<file path="config.mk">
export PLATFORM = sky130hd
export DESIGN_NAME = rob_dispatch_ctrl
export DESIGN_NICKNAME = d
export VERILOG_FILES = /design/src/rtl/rob_pkg.sv /design/src/rtl/rob_credit_ctr.sv /design/src/rtl/rob_dispatch_ctrl.sv
export SDC_FILE = /design/constraint.sdc
export NUM_CORES = 1
export LEC_CHECK = 0
export CELL_PAD_IN_SITES_DETAIL_PLACEMENT = 1
export CELL_PAD_IN_SITES_GLOBAL_PLACEMENT = 1
export CORE_MARGIN = 2
export CORE_UTILIZATION = 37
export DETAILED_ROUTE_END_ITERATION = 12
export PLACE_DENSITY_LB_ADDON = 0.1
export SYNTH_ARGS = -nofsm -noshare
export SYNTH_HDL_FRONTEND = slang
export SYNTH_HIERARCHICAL = 1
export SYNTH_SLANG_ARGS = --single-unit
</file>
<file path="constraint.sdc">
create_clock -name i_clk -period 8.6 [get_ports i_clk]
set_input_delay 1.72 -clock i_clk [delete_from_list [all_inputs] [get_ports i_clk]]
set_output_delay 1.72 -clock i_clk [all_outputs]
set_load 0.005 [all_outputs]
</file>
<file path="src/rtl/rob_pkg.sv">
// rob_pkg: shared sizing constants and typedefs for the dispatch -> ROB path.
//   ROB_DEPTH       ROB entries (and credit counter reset value)
//   DISPATCH_WIDTH  max instructions per rename group / per dispatch
//   BUNDLE_W        per-instruction bundle width
//   PREG_W          physical register tag width
//   CREDIT_W        width of a credit count, 0..ROB_DEPTH inclusive
package rob_pkg;
   localparam int ROB_DEPTH      = 16;
   localparam int DISPATCH_WIDTH = 4;
   localparam int BUNDLE_W       = 57;
   localparam int PREG_W         = 6;
   localparam int CREDIT_W       = $clog2(ROB_DEPTH) + 1;

   typedef logic [$clog2(ROB_DEPTH)-1:0] rob_idx_t;
   typedef logic [PREG_W-1:0]            preg_t;
   typedef logic [BUNDLE_W-1:0]          bundle_t;
   typedef logic [CREDIT_W-1:0]          credit_t;
endpackage

</file>
<file path="src/rtl/rob_credit_ctr.sv">
// rob_credit_ctr: free-ROB-entry credit counter.
//   i_clk           clock
//   i_rst           synchronous active-high reset -> ROB_DEPTH
//   i_flush         ROB empties on this edge -> ROB_DEPTH, commits ignored
//   i_n             entries consumed by dispatch this cycle
//   i_commit_count  entries freed by commit this cycle
//   o_credits       registered free-entry count, 0..ROB_DEPTH
module rob_credit_ctr
   import rob_pkg::*;
#(
   parameter int DEPTH = ROB_DEPTH,
   parameter int CW    = $clog2(DEPTH) + 1
) (
   input  logic          i_clk,
   input  logic          i_rst,
   input  logic          i_flush,
   input  logic [2:0]    i_n,
   input  logic [2:0]    i_commit_count,
   output logic [CW-1:0] o_credits
);

   // Dispatch and commit fold into a single update.
   always_ff @(posedge i_clk) begin
      if (i_rst || i_flush) o_credits <= CW'(DEPTH);
      else                  o_credits <= o_credits - CW'(i_n) + CW'(i_commit_count);
   end

   // Commit can only free entries that are occupied after this cycle's dispatch.
   always_ff @(posedge i_clk) begin
      if (!i_rst && !i_flush) begin
         assert (int'(i_commit_count) <= DEPTH - int'(o_credits) + int'(i_n));
         assert (int'(o_credits) <= DEPTH);
      end
   end

endmodule

</file>
<file path="src/rtl/rob_dispatch_ctrl.sv">
// rob_dispatch_ctrl: holds one rename group and dispatches it into the ROB
// as credits allow, keeping any undispatched remainder oldest-first.
//   i_clk / i_rst          clock, synchronous active-high reset
//   i_flush                pipeline flush (outranks accept and dispatch)
//   i_grp_valid/o_grp_ready rename group handshake
//   i_grp_count/bundle/old_p group contents, slot 0 oldest
//   i_commit_count         ROB entries freed this cycle
//   o_ins_count            instructions dispatched this cycle (rob.i_ins_count)
//   o_ins_bundle/old_p     held slots, slot 0 oldest
//   o_credits              registered free ROB entries
//   o_stall_cnt            saturating count of credit-stall cycles
module rob_dispatch_ctrl
   import rob_pkg::*;
#(
   parameter int ROB_DEPTH = rob_pkg::ROB_DEPTH,
   parameter int WIDTH     = DISPATCH_WIDTH,
   parameter int BUNDLE_W  = rob_pkg::BUNDLE_W,
   parameter int PREG_W    = rob_pkg::PREG_W
) (
   input  logic                          i_clk,
   input  logic                          i_rst,
   input  logic                          i_flush,
   input  logic                          i_grp_valid,
   output logic                          o_grp_ready,
   input  logic [2:0]                    i_grp_count,
   input  logic [WIDTH*BUNDLE_W-1:0]     i_grp_bundle,
   input  logic [WIDTH*PREG_W-1:0]       i_grp_old_p,
   input  logic [2:0]                    i_commit_count,
   output logic [2:0]                    o_ins_count,
   output logic [WIDTH*BUNDLE_W-1:0]     o_ins_bundle,
   output logic [WIDTH*PREG_W-1:0]       o_ins_old_p,
   output logic [$clog2(ROB_DEPTH):0]    o_credits,
   output logic [15:0]                   o_stall_cnt
);

   localparam int CW = $clog2(ROB_DEPTH) + 1;
   localparam int IW = $clog2(2 * WIDTH);

   logic [2:0]                           hold_cnt;
   logic [WIDTH-1:0][BUNDLE_W-1:0]       hold_bundle;
   logic [WIDTH-1:0][PREG_W-1:0]         hold_old_p;
   logic [2*WIDTH-1:0][BUNDLE_W-1:0]     ext_bundle;
   logic [2*WIDTH-1:0][PREG_W-1:0]       ext_old_p;
   logic [WIDTH-1:0][BUNDLE_W-1:0]       shift_bundle;
   logic [WIDTH-1:0][PREG_W-1:0]         shift_old_p;
   logic [CW-1:0]                        credits;
   logic [2:0]                           n_avail;
   logic [2:0]                           n_disp;
   logic                                 accept;
   logic [IW-1:0]                        src;

   // n_avail is the credit-limited count; flush only masks what is sent.
   always_comb begin
      n_avail     = (credits < CW'(hold_cnt)) ? credits[2:0] : hold_cnt;
      n_disp      = i_flush ? 3'd0 : n_avail;
      o_grp_ready = !i_flush && (n_avail == hold_cnt);
      accept      = i_grp_valid && o_grp_ready;
   end

   // Remainder moves down by n_disp; zero padding above keeps the index in range.
   always_comb begin
      ext_bundle   = {{WIDTH*BUNDLE_W{1'b0}}, hold_bundle};
      ext_old_p    = {{WIDTH*PREG_W{1'b0}}, hold_old_p};
      shift_bundle = hold_bundle;
      shift_old_p  = hold_old_p;
      src          = '0;
      for (int k = 0; k < WIDTH; k++) begin
         src             = IW'(k) + IW'(n_disp);
         shift_bundle[k] = ext_bundle[src];
         shift_old_p[k]  = ext_old_p[src];
      end
   end

   // Slot data needs no reset: only slots below hold_cnt are meaningful.
   always_ff @(posedge i_clk) begin
      if (accept) begin
         hold_bundle <= i_grp_bundle;
         hold_old_p  <= i_grp_old_p;
      end else begin
         hold_bundle <= shift_bundle;
         hold_old_p  <= shift_old_p;
      end
   end

   always_ff @(posedge i_clk) begin
      if (i_rst || i_flush) hold_cnt <= 3'd0;
      else if (accept)      hold_cnt <= i_grp_count;
      else                  hold_cnt <= hold_cnt - n_disp;
   end

   // Stall is counted on credit shortage, independent of flush.
   always_ff @(posedge i_clk) begin
      if (i_rst)
         o_stall_cnt <= '0;
      else if (hold_cnt != 3'd0 && n_avail < hold_cnt && o_stall_cnt != 16'hFFFF)
         o_stall_cnt <= o_stall_cnt + 16'd1;
   end

   rob_credit_ctr #(.DEPTH(ROB_DEPTH), .CW(CW)) u_credit (
      .i_clk          (i_clk),
      .i_rst          (i_rst),
      .i_flush        (i_flush),
      .i_n            (n_disp),
      .i_commit_count (i_commit_count),
      .o_credits      (credits)
   );

   assign o_ins_count  = n_disp;
   assign o_ins_bundle = hold_bundle;
   assign o_ins_old_p  = hold_old_p;
   assign o_credits    = credits;

endmodule

</file>
==> results of run 1 <==
## synth_stat cells, drive strengths merged (4+ instances only)
cell / n
fa: 4
clkbuf: 133
dfxtp: 276
and2: 4
buf: 45
o211ai: 4
ha: 12
inv: 151
nand4: 4
a21oi: 13
o31ai: 5
xnor2: 6
nand2: 205
nor3: 6
o41ai: 65
or4: 5
nor2b: 5
o21ai: 5
nand2b: 4
a22o: 63
mux2i: 129
a211oi: 253
nor2: 13
nand3: 7
mux4: 63
o221ai: 126
## power by group through the flow
stage / sequential [W] / clock, W / combinational [W]
floorplan: 0.00235 / 0 / 0.00140
CTS: 0.00251 / 0.00145 / 0.00306
global placement: 0.00251 / 0 / 0.00294
global route: 0.00260 / 0.00150 / 0.00329
detailed placement: 0.00252 / 0 / 0.00303
finish: 0.00253 / 0.00142 / 0.00304
## sequential cells by signal, indices dropped and copies added, names as in the netlist
name and cells:
o_ins_old_p 24, o_ins_bundle 228, hold_cnt 3, o_stall_cnt 16, u_credit/o_credits 5
## final timing paths
path,from,to,depth (start not counted)
max reg2reg,hold_cnt[2]$_SDFF_PP0_,o_ins_bundle[7]$_DFF_P_,13
min reg2reg,o_stall_cnt[0]$_SDFFE_PP0P_,o_stall_cnt[0]$_SDFFE_PP0P_,2
min,o_stall_cnt[0]$_SDFFE_PP0P_,o_stall_cnt[0]$_SDFFE_PP0P_,2
max,i_flush,o_ins_count[0],5
## logic make-up after synthesis
family	Yosys count	share of synthesized area
mux	195	0.176
fa+ha+maj	16	0.0147
flops	276	0.353
buf+inv	329	0.0854
simple gates	270	0.0740
xor+xnor	9	0.00552
compound gates	551	0.291
## stage by stage
| stage | std cells | hold WS [ps] | cell area [µm²] | setup WS (ps) |
|---|---|---|---|---|
| 6_report | 2634 | 520 | 22300 | 2640 |
| 5_1_grt | 2634 | 535 | 22300 | 2510 |
| 2_1_floorplan | 1646 | 481 | 15600 | 3900 |
| 3_3_place_gp | 2565 | 479 | 21200 | 2700 |
| 3_5_place_dp | 2565 | 506 | 21200 | 2660 |
| 4_1_cts | 2623 | 517 | 22300 | 2650 |
## worst reg2reg max path, delay by kind of cell, from the launching register on
family | cells | cell delay (ps)
and+or+nand+nor | 3 | 900
buffers and inverters | 4 | 2170
DFF | 1 | 430
AOI/OAI and AO/OA | 3 | 1070
muxes | 1 | 380
adders and majority gates | 2 | 640
## layout make-up
| cell class | instances | share of cell area |
|---|---|---|
| clock inverters | 6 | 0.00264 |
| inverters | 151 | 0.0260 |
| multi-input cells | 1041 | 0.397 |
| repair buffers | 558 | 0.249 |
| clock buffers | 52 | 0.0453 |
| well taps | 539 | 0.0302 |
| flip-flops and latches | 276 | 0.248 |
| diodes | 11 | 0.00123 |
## metal layers
metal	GRT usage	share of wire	vias to the layer above
met3	0.0732	0.069	148
met4	0.136	0.038	8
met2	0.517	0.48	592
met5	0	0.00081	-
li1	-	-	7224
met1	0.376	0.41	8059
==> out/qor.csv, run 1 <==
stage;metric;value;unit
outcome;status;finished clean;
yosys;Yosys reg bits;276;
worst_setup_path;slowest cell delay on critical path;710;ps
drt;aggregate routed wire length;69400;µm
place;quantity of I/O buffers inserted on ports;538;
clock_network;Post-CTS Setup Repair Bufs;0;
layout;sequential cell area;0.00553;mm²
floorplanning;placeable core region;0.0419;mm²
power_and_ir_drop;Power Internal;0.00448;W
timing;Fmax achieved;168;MHz
power_and_ir_drop;static leakage;8.02;nW
run;reported max-cap violation count;0;
place;final weighted congestion in routability-driven placement;0.845;
timing;hold violation total from the final report;0;
drt;Avg WL per Cell;26.3;µm
worst_setup_path;sort of element at the start of the critical path;input pin;
drt;First-pass DRT Iterations;5;
drt;routed vias/inst;6.09;
power_and_ir_drop;switching power of the nets;0.00251;W
clock_network;Clock Latency Late Sink;540;ps
layout;most common cell after layout, fill and taps aside;clkdlybuf4s50_1;
floorplanning;initial cell density of the core;0.374;
clock_network;clock slew seen by the registers of the worst setup and hold paths;50;ps
worst_setup_path;CP max FO;102;
drt;# DRC;0;
clock_network;CTS H-tree lvls;2;
yosys;cells taking the most area after synthesis;dfxtp_1 35%, a211oi_1 12%, mux4_2 9.1%;
timing;relative max-transition margin;0.162;
floorplanning;die height;210;µm
worst_setup_path;kind of end point of the critical path;output pin;
timing;setup repair after global routing missed its margin;false;
timing;slew at the pin with the worst max-slew slack;1260;ps
clock_network;worst-case clock buffer depth;3;
global_route;leftover overflow at the end of global routing;0;
power_and_ir_drop;fraction of power spent switching nets;0.359;
clock_network;clock tree from TritonCTS;done;
power_and_ir_drop;relative contribution of the clock network to total power;0.203;
worst_setup_path;arrival time at the worst endpoint;4240;ps
timing;final sum of negative setup slack;0;ps
worst_setup_path;sequence of cells on the critical path;clkdlybuf4s50_1 -> a2111oi_4 -> a21oi_4 -> clkinv_8 -> clkdlybuf4s50_1;
floorplanning;number of placement rows;75;
drt;Antenna Violating Nets Remaining;0;
worst_setup_path;Worst R2R Setup Slack;2910;ps
yosys;number of different library cells in the post-synthesis netlist;59;
worst_setup_path;cell with the biggest individual delay on the critical path;clkdlybuf4s50_1;
yosys;async set or reset register ratio after synthesis;0;
yosys;most instantiated flip-flop cell in the synthesis netlist;dfxtp_1;
yosys;dominant cell type by area after synthesis;dfxtp_1;
timing;final critical-path share of the clock period;0.693;
timing;count of final max-slew check failures;0;
power_and_ir_drop;highest ir drop seen on vdd;0.127;mV
clock_network;Post-CTS Hold Buffers;0;
global_route;total global routing track utilization;0.308;
timing;final clock skew;16.6;ps
yosys;Cell Area, Synth;0.0156;mm²
power_and_ir_drop;Design Power;0.00699;W
yosys;net count of the mapped netlist;1924;
power_and_ir_drop;proportion of power drawn by flip-flops and latches;0.361;
worst_setup_path;endpoint required time on the critical path;6880;ps
layout;layout cell share with drive strength beyond 1;0.0787;
global_route;wire length of the first global-routing pass;105000;µm
power_and_ir_drop;total power density per cell area;314;mW/mm²
worst_setup_path;Worst path top cell family by delay;buffers and inverters;
layout;Filler Cell Count;4690;
floorplanning;overall die area;0.0439;mm²
floorplanning;die span in x;210;µm
global_route;vias in the first global route;16806;
floorplanning;I/O Pins;539;
drt;routed vias;16031;
yosys;number of standard cells after synthesis;1646;
worst_setup_path;most used cell, CP;clkdlybuf4s50_1;
layout;highest-count cells in the layout ignoring fill and taps;538 x clkdlybuf4s50_1, 276 x dfxtp_1, 253 x a211oi_1, 205 x nand2_1, 149 x inv_1;
clock_network;CTS sink count;276;
hold_path;Worst Hold Class;register to register;
yosys;share of the yosys chip area belonging to registers;0.353;
yosys;number of enable-type register cells in the synthesized netlist;0;
layout;utilization of the core after routing;0.533;
yosys;post-synthesis average cell area;9.50;µm²
drt;drt initial violations;985;
worst_setup_path;type of the setup path with the least slack;input pin to output pin;
timing;number of setup violations in the final report;0;
place;HPWL after DPL;45100;µm
clock_network;post-cts sizing count;0;
worst_setup_path;combined buffer and inverter count along the critical path;3;
clock_network;Root Buffer Master;clkbuf_16;
layout;area taken by multi-input logic gates;0.00886;mm²
yosys;Synth top area share;0.353;
global_route;number of antenna violations at the first check in global routing;15;
layout;number of nets in the final layout;2341;
yosys;count of yosys warnings during synthesis;6;
global_route;maximum number of pins on one net before global-route repair;192;
power_and_ir_drop;proportion of power drawn by combinational gates;0.435;
layout;Area Overhead vs Synth;42.6;%
timing;post-route minimum period;5960;ps
clock_network;Inserted Clock Buffers;35;
Note: power is estimated with default switching activity, not from simulation.
==> run 2, diff against run 1 <==
- CORE_ASPECT_RATIO: not set -> 1.2
- CORE_UTILIZATION: 37 -> 31
- clock period: 8.6 -> 4.9 ns (I/O delays scaled with it)
==> run 2 against run 1 <==
  * Cell area increased by 1.8%
  * Worst hold slack about the same
  * Clock power increased by 84%
  * Setup slack got worse by 2500 ps
  * Largest power group unchanged
==> out/qor.csv, run 2 (synthesis gave the netlist of run 1 again) <==
stage;metric;value;unit;change
place;HPWL after DPL;47300;µm;+4.8%
power_and_ir_drop;static leakage;8.14;nW;+1.5%
floorplanning;die span in x;209;µm;-0.26%
worst_setup_path;arrival time at the worst endpoint;3760;ps;-480 ps
floorplanning;initial cell density of the core;0.312;;-0.0616
clock_network;clock tree from TritonCTS;done;;
hold_path;number of instances on the worst hold path;2;;unchanged
timing;hold violation total from the final report;0;;unchanged
timing;final clock skew;13.7;ps;-2.89 ps
timing;post-route minimum period;4740;ps;
floorplanning;I/O Pins;539;;unchanged
floorplanning;die height;250;µm;+19%
power_and_ir_drop;fraction of power spent switching nets;0.355;;-0.00376
global_route;maximum number of pins on one net before global-route repair;161;;-16%
run;reported max-cap violation count;0;;unchanged
hold_path;Worst Hold Class;register to register;;
worst_setup_path;r2r startpoint;hold_cnt[2]$_SDFF_PP0_;;
layout;layout cell share with drive strength beyond 1;0.0848;;+0.00615
drt;# DRC;0;;unchanged
clock_network;CTS H-tree lvls;2;;unchanged
place;Placement Cell Area;0.0215;mm²;+1.6%
power_and_ir_drop;proportion of power drawn by flip-flops and latches;0.355;;-0.006
clock_network;Inserted Clock Buffers;35;;unchanged
clock_network;Post-CTS Setup Repair Bufs;0;;unchanged
worst_setup_path;capture point of the worst reg-to-reg path;o_ins_bundle[53]$_DFF_P_;;
timing;relative max-transition margin;0.320;;+0.157
drt;routed vias/inst;5.81;;-4.6%
timing;final critical-path share of the clock period;0.967;;
layout;number of nets in the final layout;2355;;+0.60%
floorplanning;number of placement rows;90;;+20%
timing;final sum of negative setup slack;0;ps;unchanged
drt;drt initial violations;817;;-17%
layout;Area Overhead vs Synth;45.2;%;
worst_setup_path;Worst R2R Setup Slack;620;ps;-2290 ps
worst_setup_path;kind of end point of the critical path;output pin;;
layout;Largest register FFs;228;;unchanged
timing;Fmax achieved;211;MHz;
layout;utilization of the core after routing;0.453;;-0.0797
power_and_ir_drop;Design Power;0.0124;W;+78%
worst_setup_path;CP max FO;21;;-79%
clock_network;CTS sink count;276;;unchanged
global_route;wire length of the first global-routing pass;108000;µm;+2.8%
clock_network;clock slew seen by the registers of the worst setup and hold paths;60;ps;about the same
layout;most common cell after layout, fill and taps aside;clkdlybuf4s50_1;;
worst_setup_path;endpoint required time on the critical path;3920;ps;-2960 ps
clock_network;Clock Latency Late Sink;550;ps;about the same
hold_path;start point of the worst hold path;o_stall_cnt[9]$_SDFFE_PP0P_;;
layout;highest-count cells in the layout ignoring fill and taps;538 x clkdlybuf4s50_1, 276 x dfxtp_1, 253 x a211oi_1, 205 x nand2_1, 149 x inv_1;;
drt;Avg WL per Cell;25.8;µm;-2.0%
clock_network;Root Buffer Master;clkbuf_16;;
global_route;leftover overflow at the end of global routing;0;;unchanged
hold_path;Worst Hold Path EP;o_stall_cnt[9]$_SDFFE_PP0P_;;
place;quantity of I/O buffers inserted on ports;538;;unchanged
power_and_ir_drop;highest ir drop seen on vdd;0.243;mV;+91%
drt;Antenna Violating Nets Remaining;0;;unchanged
drt;First-pass DRT Iterations;5;;unchanged
worst_setup_path;depth of the worst register-to-register path;14;;+1
global_route;total global routing track utilization;0.265;;-0.0422
timing;Fin Hold WS;520;ps;+0.191 ps
power_and_ir_drop;switching power of the nets;0.00441;W;+76%
worst_setup_path;type of the setup path with the least slack;register to output pin;;
timing;count of final max-slew check failures;0;;unchanged
drt;routed vias;15971;;-0.37%
drt;aggregate routed wire length;71000;µm;+2.3%
power_and_ir_drop;relative contribution of the clock network to total power;0.210;;+0.007
global_route;vias in the first global route;17016;;+1.2%
layout;Finished Cell Area;0.0227;mm²;+1.8%
clock_network;worst-case clock buffer depth;3;;unchanged
outcome;status;finished clean;;
worst_setup_path;sort of element at the start of the critical path;register;;
place;final weighted congestion in routability-driven placement;0.829;;-1.9%
power_and_ir_drop;Power Internal;0.00801;W;+79%
global_route;number of antenna violations at the first check in global routing;11;;-4
timing;setup repair after global routing missed its margin;false;;
power_and_ir_drop;total power density per cell area;547;mW/mm²;+74%
timing;slew at the pin with the worst max-slew slack;1020;ps;-236 ps
floorplanning;placeable core region;0.0501;mm²;+20%
floorplanning;overall die area;0.0523;mm²;+19%
timing;number of setup violations in the final report;0;;unchanged
power_and_ir_drop;proportion of power drawn by combinational gates;0.435;;about the same
-- run 2: worst max path at each step --
stage,cells past startpoint,slack (ps),start,to
finish,9,160,hold_cnt[2]$_SDFF_PP0_,o_grp_ready
global route,9,20,hold_cnt[2]$_SDFF_PP0_,o_grp_ready
CTS,9,3,hold_cnt[2]$_SDFF_PP0_,o_grp_ready
detailed placement,14,570,hold_cnt[2]$_SDFF_PP0_,o_ins_bundle[22]$_DFF_P_
global placement,12,700,hold_cnt[2]$_SDFF_PP0_,o_stall_cnt[15]$_SDFFE_PP0P_
floorplan,18,840,hold_cnt[2]$_SDFF_PP0_,o_ins_old_p[19]$_DFF_P_
-- run 2: critical path, stage by stage, from the launching register on --
cell,delay [ps]
dfxtp_1,430
inv_1,150
ha_1,320
a2111o_1,520
a21o_4,330
mux2i_4,230
inv_1,140
ha_1,310
and4b_1,250
clkdlybuf4s50_1,520
-- run 2: layer usage --
layer	vias up	track usage	share of wire
met5	-	0	0.00070
met4	8	0.100	0.032
met3	107	0.0557	0.059
met2	514	0.450	0.49
met1	8107	0.331	0.42
li1	7235	-	-
-- run 2: power groups by stage --
stage	combinational, W	clock [W]	sequential (W)
after global placement	0.00525	0	0.00441
after floorplan	0.00245	0	0.00412
after global routing	0.00582	0.00277	0.00456
after detailed placement	0.00539	0	0.00443
after CTS	0.00543	0.00268	0.00440
final	0.00540	0.00261	0.00441
-- run 2: timing repair --
action	CTS	global route
hold buffers	0	0
endpoints found under the setup margin	0	1
resized for setup	0	2
-- run 2: stage by stage --
| step | setup slack (ps) | cells |
|---|---|---|
| 5_1_grt | 18.8 | 2748 |
| 2_1_floorplan | 837 | 1646 |
| 3_5_place_dp | 571 | 2684 |
| 3_3_place_gp | 699 | 2684 |
| 6_report | 160 | 2750 |
| 4_1_cts | 2.75 | 2742 |
-- run 2: final cells by class --
type	count	area (µm²)
inverter	151	579
timing repair buffer	572	5780
clock buffer	54	1050
tap	644	806
clock inverter	4	72.6
fill	5537	27400
antenna	8	20.0
sequential	276	5530
multi-input combinational	1041	8870
==> run 3, diff against run 2 <==
- SETUP_SLACK_MARGIN: not set -> 0.4
==> run 3 against run 2 <==
  * Sequential share of layout area about the same
  * Sequential power about the same
  * Wire length up 0.39%
  * Largest power group unchanged
  * Highest routed layer unchanged
==> out/qor.csv, run 3 (synthesis gave the netlist of run 1 again) <==
stage;metric;value;unit;change
timing;hold violation total from the final report;0;;unchanged
floorplanning;initial cell density of the core;0.312;;unchanged
global_route;leftover overflow at the end of global routing;0;;unchanged
power_and_ir_drop;static leakage;8.15;nW;+0.17%
hold_path;Worst Hold Class;register to register;;
drt;aggregate routed wire length;71300;µm;+0.39%
clock_network;worst-case clock buffer depth;3;;unchanged
timing;setup repair after global routing missed its margin;false;;
clock_network;clock tree from TritonCTS;done;;
power_and_ir_drop;total power density per cell area;547;mW/mm²;about the same
run;reported max-cap violation count;0;;unchanged
floorplanning;overall die area;0.0523;mm²;unchanged
drt;First-pass DRT Iterations;5;;unchanged
clock_network;Root Buffer Master;clkbuf_16;;
floorplanning;die span in x;209;µm;unchanged
power_and_ir_drop;highest ir drop seen on vdd;0.241;mV;-0.49%
place;cell count after placement;2684;;unchanged
layout;highest-count cells in the layout ignoring fill and taps;538 x clkdlybuf4s50_1, 274 x dfxtp_1, 253 x a211oi_1, 205 x nand2_1, 148 x inv_1;;
clock_network;Post-CTS Hold Buffers;0;;unchanged
global_route;number of antenna violations at the first check in global routing;11;;unchanged
clock_network;CTS sink count;276;;unchanged
timing;final sum of negative setup slack;0;ps;unchanged
worst_setup_path;type of the setup path with the least slack;register to output pin;;
global_route;vias in the first global route;17029;;+0.076%
clock_network;clock slew seen by the registers of the worst setup and hold paths;60;ps;about the same
worst_setup_path;endpoint required time on the critical path;3920;ps;about the same
drt;drt initial violations;827;;+1.2%
timing;post-route minimum period;4380;ps;-362 ps
layout;most common cell after layout, fill and taps aside;clkdlybuf4s50_1;;
place;quantity of I/O buffers inserted on ports;538;;unchanged
worst_setup_path;sort of element at the start of the critical path;register;;
drt;Antenna Violating Nets Remaining;0;;unchanged
global_route;maximum number of pins on one net before global-route repair;161;;unchanged
timing;number of setup violations in the final report;0;;unchanged
timing;relative max-transition margin;0.318;;-0.00140
layout;Largest register FFs;228;;unchanged
global_route;wire length of the first global-routing pass;108000;µm;+0.22%
layout;number of nets in the final layout;2359;;+0.17%
clock_network;CTS H-tree lvls;2;;unchanged
clock_network;Inserted Clock Buffers;35;;unchanged
timing;final clock skew;14.8;ps;+1.11 ps
floorplanning;I/O Pins;539;;unchanged
layout;layout cell share with drive strength beyond 1;0.0890;;+0.00412
floorplanning;die height;250;µm;unchanged
layout;Area Overhead vs Synth;45.5;%;
timing;count of final max-slew check failures;0;;unchanged
worst_setup_path;arrival time at the worst endpoint;3400;ps;-360 ps
place;HPWL after DPL;47300;µm;unchanged
outcome;status;finished clean;;
timing;slew at the pin with the worst max-slew slack;1020;ps;+2.10 ps
worst_setup_path;kind of end point of the critical path;output pin;;
drt;routed vias;15977;;+0.038%
floorplanning;placeable core region;0.0501;mm²;unchanged
global_route;total global routing track utilization;0.266;;+0.000700
clock_network;Clock Latency Late Sink;550;ps;about the same
drt;# DRC;0;;unchanged
worst_setup_path;CP max FO;8;;-62%
layout;Non-Filler Instances;2754;;+0.15%
drt;Avg WL per Cell;25.9;µm;+0.25%
timing;final critical-path share of the clock period;0.893;;-0.0738
place;final weighted congestion in routability-driven placement;0.829;;unchanged
drt;routed vias/inst;5.80;;-0.11%
floorplanning;number of placement rows;90;;unchanged
timing;Fmax achieved;228;MHz;+8.3%
[run 3: changes by cell type in the layout (fill, tap and decap cells not counted), sizes merged]
cell,change
a21o,+1
buf,+3
[run 3: power breakdown]
group / total [W] / switching [W] / internal, W
sequential: 0.00441 / 0.00118 / 0.00323
clock: 0.00262 / 0.00104 / 0.00157
combinational: 0.00541 / 0.00219 / 0.00322
[run 3: area by class of cell]
type / count / area (µm²)
fill: 5538 / 27400
clock buffer: 54 / 1050
antenna: 8 / 20.0
tap: 644 / 806
timing repair buffer: 575 / 5800
sequential: 276 / 5530
multi-input combinational: 1042 / 8890
inverter: 151 / 579
clock inverter: 4 / 72.6
[run 3: worst paths after layout]
path	depth (start not counted)	to	slack, ps	startpoint
setup / recovery	9	o_grp_ready	520	hold_cnt[2]$_SDFF_PP0_
hold / removal	2	o_stall_cnt[9]$_SDFFE_PP0P_	520	o_stall_cnt[9]$_SDFFE_PP0P_
setup reg to reg	13	o_ins_bundle[53]$_DFF_P_	920	hold_cnt[2]$_SDFF_PP0_
hold reg to reg	2	o_stall_cnt[9]$_SDFFE_PP0P_	520	o_stall_cnt[9]$_SDFFE_PP0P_
[run 3: worst max-delay path: stages (launching register included)]
cell and delay (ps):
dfxtp_2 370, inv_1 120, ha_1 320, a2111o_1 420
a21o_4 250, mux2i_4 220, inv_2 90, ha_1 300
and4b_2 250, clkdlybuf4s50_1 510
[run 3: routing by layer]
layer  share of wire  vias up  GRT usage
met5         0.00072        -          0
met4           0.033        8      0.101
met3           0.061      114     0.0575
met2            0.49      509      0.452
met1            0.42     8102      0.329
li1                -     7244          -
[run 3: what timing repair did]
item,4_1_cts,5_1_grt
setup buffers,1,2
gates resized for setup,5,3
endpoints found under the setup margin,2,2
pin swaps,1,0
cloned,1,0
[run 3: stage by stage]
stage	hold WS, ps	utilization	worst slack [ps]	area [µm²]	total power [W]
floorplan	481	-	837	15600	0.00657
global placement	495	0.430	699	21500	0.00966
detailed placement	498	0.430	571	21500	0.00982
CTS	532	0.453	405	22700	0.0125
global route	549	0.454	419	22700	0.0132
finish	517	0.454	522	22700	0.0124
